File: src/rtl/ras_circular.sv
// Circular return-address stack with overflow overwrite, replace-top on
// simultaneous push/pop, and pointer/count snapshot restore.
module ras_circular #(
    parameter int unsigned DEPTH = 2,
    parameter int unsigned VLEN  = 32,
    parameter int unsigned PTR_W = $clog2(DEPTH),
    parameter int unsigned CNT_W = $clog2(DEPTH + 1)
) (
    input  logic             clk_i,
    input  logic             rst_ni,
    input  logic             flush_i,
    input  logic             push_i,
    input  logic             pop_i,
    input  logic [VLEN-1:0]  data_i,
    output logic [VLEN:0]    data_o,
    output logic [PTR_W-1:0] ptr_o,
    output logic [CNT_W-1:0] cnt_o,
    input  logic             restore_i,
    input  logic [PTR_W-1:0] restore_ptr_i,
    input  logic [CNT_W-1:0] restore_cnt_i
);

    localparam logic [CNT_W-1:0] CNT_MAX = CNT_W'(DEPTH);
    localparam logic [PTR_W-1:0] PTR_ONE = PTR_W'(1);
    localparam logic [CNT_W-1:0] CNT_ONE = CNT_W'(1);

    logic [VLEN-1:0]  mem_q [DEPTH];
    logic [PTR_W-1:0] tos_q;
    logic [PTR_W-1:0] tos_d;
    logic [CNT_W-1:0] cnt_q;
    logic [CNT_W-1:0] cnt_d;
    logic             wr_en;
    logic [PTR_W-1:0] wr_ptr;
    logic             not_empty;

    assign not_empty = (cnt_q != '0);

    // Next pointer/count and write request, flush > restore > push/pop.
    always_comb begin
        tos_d  = tos_q;
        cnt_d  = cnt_q;
        wr_en  = 1'b0;
        wr_ptr = tos_q;
        if (flush_i) begin
            tos_d = '0;
            cnt_d = '0;
        end else if (restore_i) begin
            tos_d = restore_ptr_i;
            cnt_d = (restore_cnt_i > CNT_MAX) ? CNT_MAX : restore_cnt_i;
        end else if (push_i && pop_i && not_empty) begin
            // Replace-top: return then call nets to an overwrite in place.
            wr_en  = 1'b1;
            wr_ptr = tos_q;
        end else if (push_i) begin
            // On a full stack the slot after tos is the oldest entry.
            tos_d  = tos_q + PTR_ONE;
            wr_en  = 1'b1;
            wr_ptr = tos_q + PTR_ONE;
            cnt_d  = (cnt_q == CNT_MAX) ? cnt_q : cnt_q + CNT_ONE;
        end else if (pop_i && not_empty) begin
            tos_d = tos_q - PTR_ONE;
            cnt_d = cnt_q - CNT_ONE;
        end
    end

    // Pointer and occupancy registers.
    always_ff @(posedge clk_i or negedge rst_ni) begin
        if (!rst_ni) begin
            tos_q <= '0;
            cnt_q <= '0;
        end else begin
            tos_q <= tos_d;
            cnt_q <= cnt_d;
        end
    end

    // Entry storage; cleared on reset, otherwise one write per cycle.
    always_ff @(posedge clk_i or negedge rst_ni) begin
        if (!rst_ni) begin
            for (int i = 0; i < int'(DEPTH); i++) begin
                mem_q[i] <= '0;
            end
        end else if (wr_en) begin
            mem_q[wr_ptr] <= data_i;
        end
    end

    // Top entry is only visible while the stack holds something.
    assign data_o = {not_empty, not_empty ? mem_q[tos_q] : {VLEN{1'b0}}};
    assign ptr_o  = tos_q;
    assign cnt_o  = cnt_q;

endmodule

File: config.mk
export PLATFORM = sky130hd
export DESIGN_NAME = ras_circular
export DESIGN_NICKNAME = d
export VERILOG_FILES = /design/src/rtl/ras_circular.sv
export SDC_FILE = /design/constraint.sdc
export NUM_CORES = 1
export LEC_CHECK = 0
export CORE_ASPECT_RATIO = 1.75
export CORE_MARGIN = 4
export CORE_UTILIZATION = 50
export CTS_CLUSTER_DIAMETER = 120
export DETAILED_ROUTE_END_ITERATION = 16
export GPL_ROUTABILITY_DRIVEN = 0
export HOLD_SLACK_MARGIN = 0.08
export PLACE_DENSITY = 0.87
export SLEW_MARGIN = 25
export SYNTH_ARGS = -nofsm -noshare
export SYNTH_HDL_FRONTEND = slang
export SYNTH_SLANG_ARGS = --single-unit
File: constraint.sdc
create_clock -name clk_i -period 2 [get_ports clk_i]
set_input_delay 0.3 -clock clk_i [delete_from_list [all_inputs] [get_ports clk_i]]
set_output_delay 0.3 -clock clk_i [all_outputs]
set_load 0.005 [all_outputs]
==> impl_results.md, run 1 <==
* Max Cap Viol at 0
* Run status: completed
* Largest net degree at the start of global routing at 68
* Overall power at 4440 µW
* VDD IR max at between 0.6 and 0.7 mV
* Cell taking the most area after synthesis: dfrtp_1
* # rows at 38
* Overflow after GRT at 0
* CTS tree: built
* DRC at 0
* Vias in the first global route at 2,273
* Syn. warnings at 0
* HPWL Detailed at 4836 µm
* H-Tree Depth at 3
* Initial Util at 51.83%
* Root Buffer: clkbuf_8
* Reg2reg end: mem_q[51]
* Ys flop type: dfrtp_1
* Max Clock Freq at 513.6 MHz
* Detailed Route WL at 7137 µm
* Post-synthesis cell area at 3228 µm²
* Worst-Skew Late Latency at 0.35 ns
* Iter 0 DRT Violations at about 140
* # setup viols final at 0
* Rel. slew slack at between 70% and 80%
* Number of port buffers at 76
* WP data required at between 1.5 and 2 ns
* Most numerous cell in the Yosys netlist: dfrtp_1
* Unique cell type count in the Yosys netlist at 26
* Die width at 68.74 µm
* Via count at 2,104
* DIE HEIGHT at 114.3 µm
* Hold Vio Cnt, Final at 0
* Worst slew pin tran at 0.3585 ns
* Sequential area share after synthesis at 51.94%
* Global-route wire length before repair at 11,310 µm
* Fin. max-slew vios at 0
* Die area at ~7900 µm²
* Worst clock skew at between 0.007 and 0.008 ns
* # IOs at 77
* Synthesis-to-finish area growth at 38.14%
* Layout cells sized above 1 at 31.00%
* Antenna diode count at 0
* Sink Count at 67
* Synth top area cells: dfrtp_1, mux2_4, mux2_2, mux2i_1, nor2_1
* EDFF count, synth at 0
* Syn Nets at 277
* Reg2reg setup slack at 0.14 ns
* Syn Area/Cell at 13.68 µm²
* DR pass1 iterations at 4
* Crit path DAT at 1.65 ns
* Pwr dens at 995.6 nW/µm²
* Setup Crit Path Kind: register to primary output
* CP Capture Type: primary output
* Clock buffer count from CTS at 9
* Synth Register Bits at 67
* Synth async-reset ratio at 100.0%
* R2R cell count at 6
* Core area at 6228 µm²
* Post-route ant nets at 0
* Synth top area share at around 52%
* Clk slew on worst S/H paths at 0.07 ns
* Fin crit share at around 100%
* Via/cell ratio at 5.144
* Worst Path Max Fanout at 15
* Startpoint types: register
* Leakage at 0.002298 µW
* Clock Tree Buf Depth at 2
* Average routed wire per standard cell at 17.45 µm
* # nets final at 366
* Gate Count Post-Synth at 236
* Reg-to-reg critical path startpoint: cnt_o[1]
* Commonest cells post-synth: dfrtp_1, nor2_1, mux2_2, mux2i_1, mux2_4
* Min Hold Slack at slightly below 0.5 ns
* Initial antenna violation count at 0
* Hold crit path type: input pin to asynchronous set/reset pin
* Global Route Usage Sum at roughly a fifth
* Fin crit period at 1.947 ns
[report_power, final]
part / internal (µW) / leakage [µW] / switching, µW
Sequential: 1790 / 0.000805 / 247
Combinational: 836 / 0.00139 / 441
Clock: 636 / 0.0000995 / 486
[worst max-delay path by stage]
| stage | from | to | slack [ns] | depth (start not counted) |
|---|---|---|---|---|
| after floorplan | cnt_o[1] | mem_q[33] | 0.39 | 5 |
| after global placement | pop_i | mem_q[38] | 0.1 | 6 |
| after detailed placement | pop_i | mem_q[51] | 0.04 | 6 |
| after CTS | ptr_o | data_o[17] | -0.06 | 4 |
| after global routing | ptr_o | data_o[0] | -0.00002 | 4 |
| final | ptr_o | data_o[0] | 0.05 | 4 |
[timing repair]
item / 4_1_cts / 5_1_grt
setup endpoints to repair: 33 / 15
endpoints found under the hold margin: 67 / 0
pin swaps: 1 / 1
hold buffers: 1 / 0
gates resized for setup: 22 / 17
gates cloned: 0 / 1
buffers inserted: 1 / 3
[cells in the final DEF, fill, tap and decap left out, drive strengths merged]
cell type and count:
nand3 4, nand3b 1, buf 16, o211ai 1, nand2 1, a21oi 3, a32o 1, dlymetal6s2s 14
clkinv 1, inv 2, o21ai 2, a22oi 1, nand2b 1, bufinv 1, dfrtp 67, nor3 2
and3b 1, mux2i 32, nor2b 2, dlygate4sd2 17, clkbuf 14, xor2 1, clkdlybuf4s50 44, nor2 35
mux2 64, dlygate4sd3 1
[area by class of cell]
class | count | area (µm²)
clock buffers | 13 | 158.9
clock inverters | 2 | 35.03
fillers | 440 | 1769
inverters | 2 | 7.507
multi-input cells | 152 | 1460
flip-flops and latches | 67 | 1680
well taps | 80 | 100.1
repair buffers | 93 | 1017
[metrics by stage]
| stage | std cells | area (µm²) | setup TNS, ns | utilization, % | worst slack, ns |
|---|---|---|---|---|---|
| floorplan | 236 | 3228 | 0 | - | 0.3895 |
| detailed placement | 388 | 4159 | 0 | 66.77 | 0.04165 |
| CTS | 405 | 4364 | -0.3717 | 70.07 | -0.06431 |
| global placement | 388 | 4159 | 0 | 66.77 | 0.09775 |
| global route | 409 | 4459 | -0.00002354 | 71.60 | -0.00002354 |
| finish | 409 | 4459 | 0 | 71.60 | 0.05300 |
[registers in the layout (all words and copies together), names as in the netlist]
signal / flops
mem_q: 64
cnt_o: 2
ptr_o: 1
[worst max-delay path: stages, from the launching register on]
cell             delay, ns
dfrtp_2               0.44
buf_12                0.17
mux2i_1               0.12
nor2_1                0.08
clkdlybuf4s50_1       0.50
[cells by family (layout without fill, tap and decap cells)]
logic type | count (synthesis) | after routing | synth area share [%]
AOI/OAI and AO/OA | 8 | 8 | 1.899
xor gates and xnor gates | 1 | 1 | 0.5040
buffers and inverters | 17 | 110 | 3.295
DFF | 67 | 67 | 51.94
muxes | 96 | 96 | 35.62
and+or+nand+nor | 47 | 47 | 6.744
[routing by layer]
| layer | vias up | global-route usage, % | share of wire (%) |
|---|---|---|---|
| met1 | 1051 | 22.65 | 37 |
| met2 | 46 | 34.33 | 57 |
| met4 | 0 | 8.203 | 2.0 |
| met5 | - | 0 | 0 |
| li1 | 996 | - | - |
| met3 | 11 | 3.831 | 3.9 |
Power figures use the tool's default switching activity.
==> run 2: changes to the inputs <==
- SETUP_SLACK_MARGIN: default -> 0.2
==> run 2 against run 1 <==
Clock skew is essentially flat. First-iteration DRC count grew 7.0%. Worst setup slack better by 0.038 ns. Worst hold slack got worse by 0.00078 ns. Fmax rose by 2.0%. Clock power about the same. Count of clock-buffer cells in the layout stayed put. Register-to-register slack got worse by 0.05 ns.
==> impl_results.md, run 2 (synthesized netlist as in run 1, its figures left out) <==
* Reg2reg end: mem_q[59]
* Sw Ratio at between 20% and 30%
* Reg2reg setup slack at 0.09 ns
* Hold Vio Cnt, Final at 0
* Global Route Usage Sum at 21.11%
* Met3 Wirelength at 333 µm
* Global-route wire length before repair at 11,960 µm
* DIE HEIGHT at 114.3 µm
* Root Buffer: clkbuf_8
* Fin crit period at 1.909 ns
* CP Capture Type: register
* Leakage at around 0.0024 µW
* H-Tree Depth at 3
* VDD IR max at 0.5926 mV
* CTS tree: built
* Sink Count at 67
* Most common cell after layout, fill and taps aside: dfrtp_1
* Metal2 WL at 4959 µm
* # nets final at slightly below 400
* # IOs at 77
* Max Cap Viol at 0
* Cells after DPL at 388
* Overflow after GRT at 0
* Worst clock skew at roughly 0.0070 ns
* Via count at 2,257
* R2R cell count at 6
* Synthesis-to-finish area growth at 46.63%
* Rel. slew slack at 72.13%
* Initial Util at 51.83%
* Most frequent cells in the layout: dfrtp_1, mux2_4, clkdlybuf4s50_1
* Worst slew pin tran at 0.4167 ns
* Hold crit path type: input pin to asynchronous set/reset pin
* Detailed Route WL at 8779 µm
* Run status: completed
* Post-route insts no fill at 428
* WP data required at about 2.2 ns
* Part of the power in the clock network at 23.9%
* DRC at 0
* Fillers at 405
* Largest net degree at the start of global routing at 68
* # setup viols final at 0
* Clock Tree Buf Depth at 2
* Clock buffer count from CTS at 9
* Routed met1 length at 3291 µm
* Via/cell ratio at 5.273
* Fin. max-slew vios at 0
* Power share of the sequential group at 43.7%
* Layout cells sized above 1 at 45.40%
* Crit path DAT at between 2 and 2.5 ns
* Post-route ant nets at 0
* Setup_tns at 0 ns
* Antenna diode count at 0
* Worst Path Max Fanout at 7
* Average routed wire per standard cell at 20.51 µm
* Die area at slightly below 8000 µm²
* Net Sw Power at 1306 µW
* Clk slew on worst S/H paths at approximately 0.07 ns
* CP startpoint: cnt_o[0]
* Initial antenna violation count at 0
* Internal power at 3454 µW
* Fin crit share at about 95%
* Iter 0 DRT Violations at 153
* Die width at 68.74 µm
* Vias in the first global route at roughly 2,400
* HPWL Detailed at 4836 µm
* RSZ-0062 raised after global routing: true
* DR pass1 iterations at 4
* Uppermost layer routed: met4
* Setup Crit Path Kind: register to register
* # rows at 38
* Pwr dens at about 1000 nW/µm²
* Startpoint types: register
* Reg-to-reg critical path startpoint: cnt_o[0]
* Core area at 6228 µm²
* Number of port buffers at 76
* Max Clock Freq at 523.9 MHz
* Logic pwr share at 32.4%
* Worst-Skew Late Latency at 0.35 ns
* Largest Register: mem_q
* Max reg flops at 64
-- run 2: layout make-up --
class,instances,area [µm²],share of cell area [%]
Clock buffer,13,158.9,3.357
Clock inverter,2,35.03,0.7402
Inverter,2,7.507,0.1586
Multi-Input combinational cell,152,1612,34.05
Sequential cell,67,1680,35.50
Tap cell,80,100.1,2.115
Timing Repair Buffer,112,1140,24.08
-- run 2: worst max path at each step --
| stage | cells after the start | slack (ns) | endpoint |
|---|---|---|---|
| detailed placement | 6 | 0.04 | mem_q[51] |
| CTS | 5 | 0.08 | data_o[3] |
| floorplan | 5 | 0.39 | mem_q[33] |
| finish | 6 | 0.09 | mem_q[59] |
| global placement | 6 | 0.1 | mem_q[38] |
| global route | 6 | 0.05 | mem_q[59] |
-- run 2: power by group through the flow --
stage	combinational (µW)	sequential [µW]	clock, µW
after floorplan	819	1970	0
after global placement	1250	2010	0
after detailed placement	1300	2050	0
after CTS	1340	2040	1160
after global routing	1640	2130	1220
final	1540	2080	1140
-- run 2: what timing repair did --
| action | in CTS | in global routing |
|---|---|---|
| setup endpoints to repair | 34 | 96 |
| resized for setup | 64 | 104 |
| setup buffers | 12 | 5 |
| endpoints found under the hold margin | 67 | 0 |
| cloned | 3 | 4 |
| pin swaps | 4 | 9 |
| hold buffers | 1 | 0 |
-- run 2: stage by stage --
| stage | power, µW | utilization (%) | cell area, µm² | setup WS, ns | hold slack [ns] |
|---|---|---|---|---|---|
| after detailed placement | 3352 | 66.77 | 4159 | 0.04165 | 0.3489 |
| after global placement | 3268 | 66.77 | 4159 | 0.09775 | 0.3411 |
| after CTS | 4536 | 72.78 | 4533 | 0.08301 | 0.4953 |
| after global routing | 4993 | 75.99 | 4733 | 0.04892 | 0.5190 |
| final | 4759 | 75.99 | 4733 | 0.09138 | 0.4814 |
| after floorplan | 2790 | - | 3228 | 0.3895 | 0.004409 |
-- run 2: metal layers --
metal | up-vias | track usage [%]
li1 | 1040 | -
met1 | 1144 | 23.29
met2 | 58 | 37.91
met3 | 15 | 3.536
met4 | 0 | 9.505
met5 | - | 0
-- run 2: worst max-delay path, stage by stage, from the launching register on --
cell and delay (ns):
dfrtp_2 0.44, buf_6 0.14, o21ai_4 0.21, xor2_4 0.20, nand3b_4 0.28, clkbuf_16 0.21
mux2_4 0.31
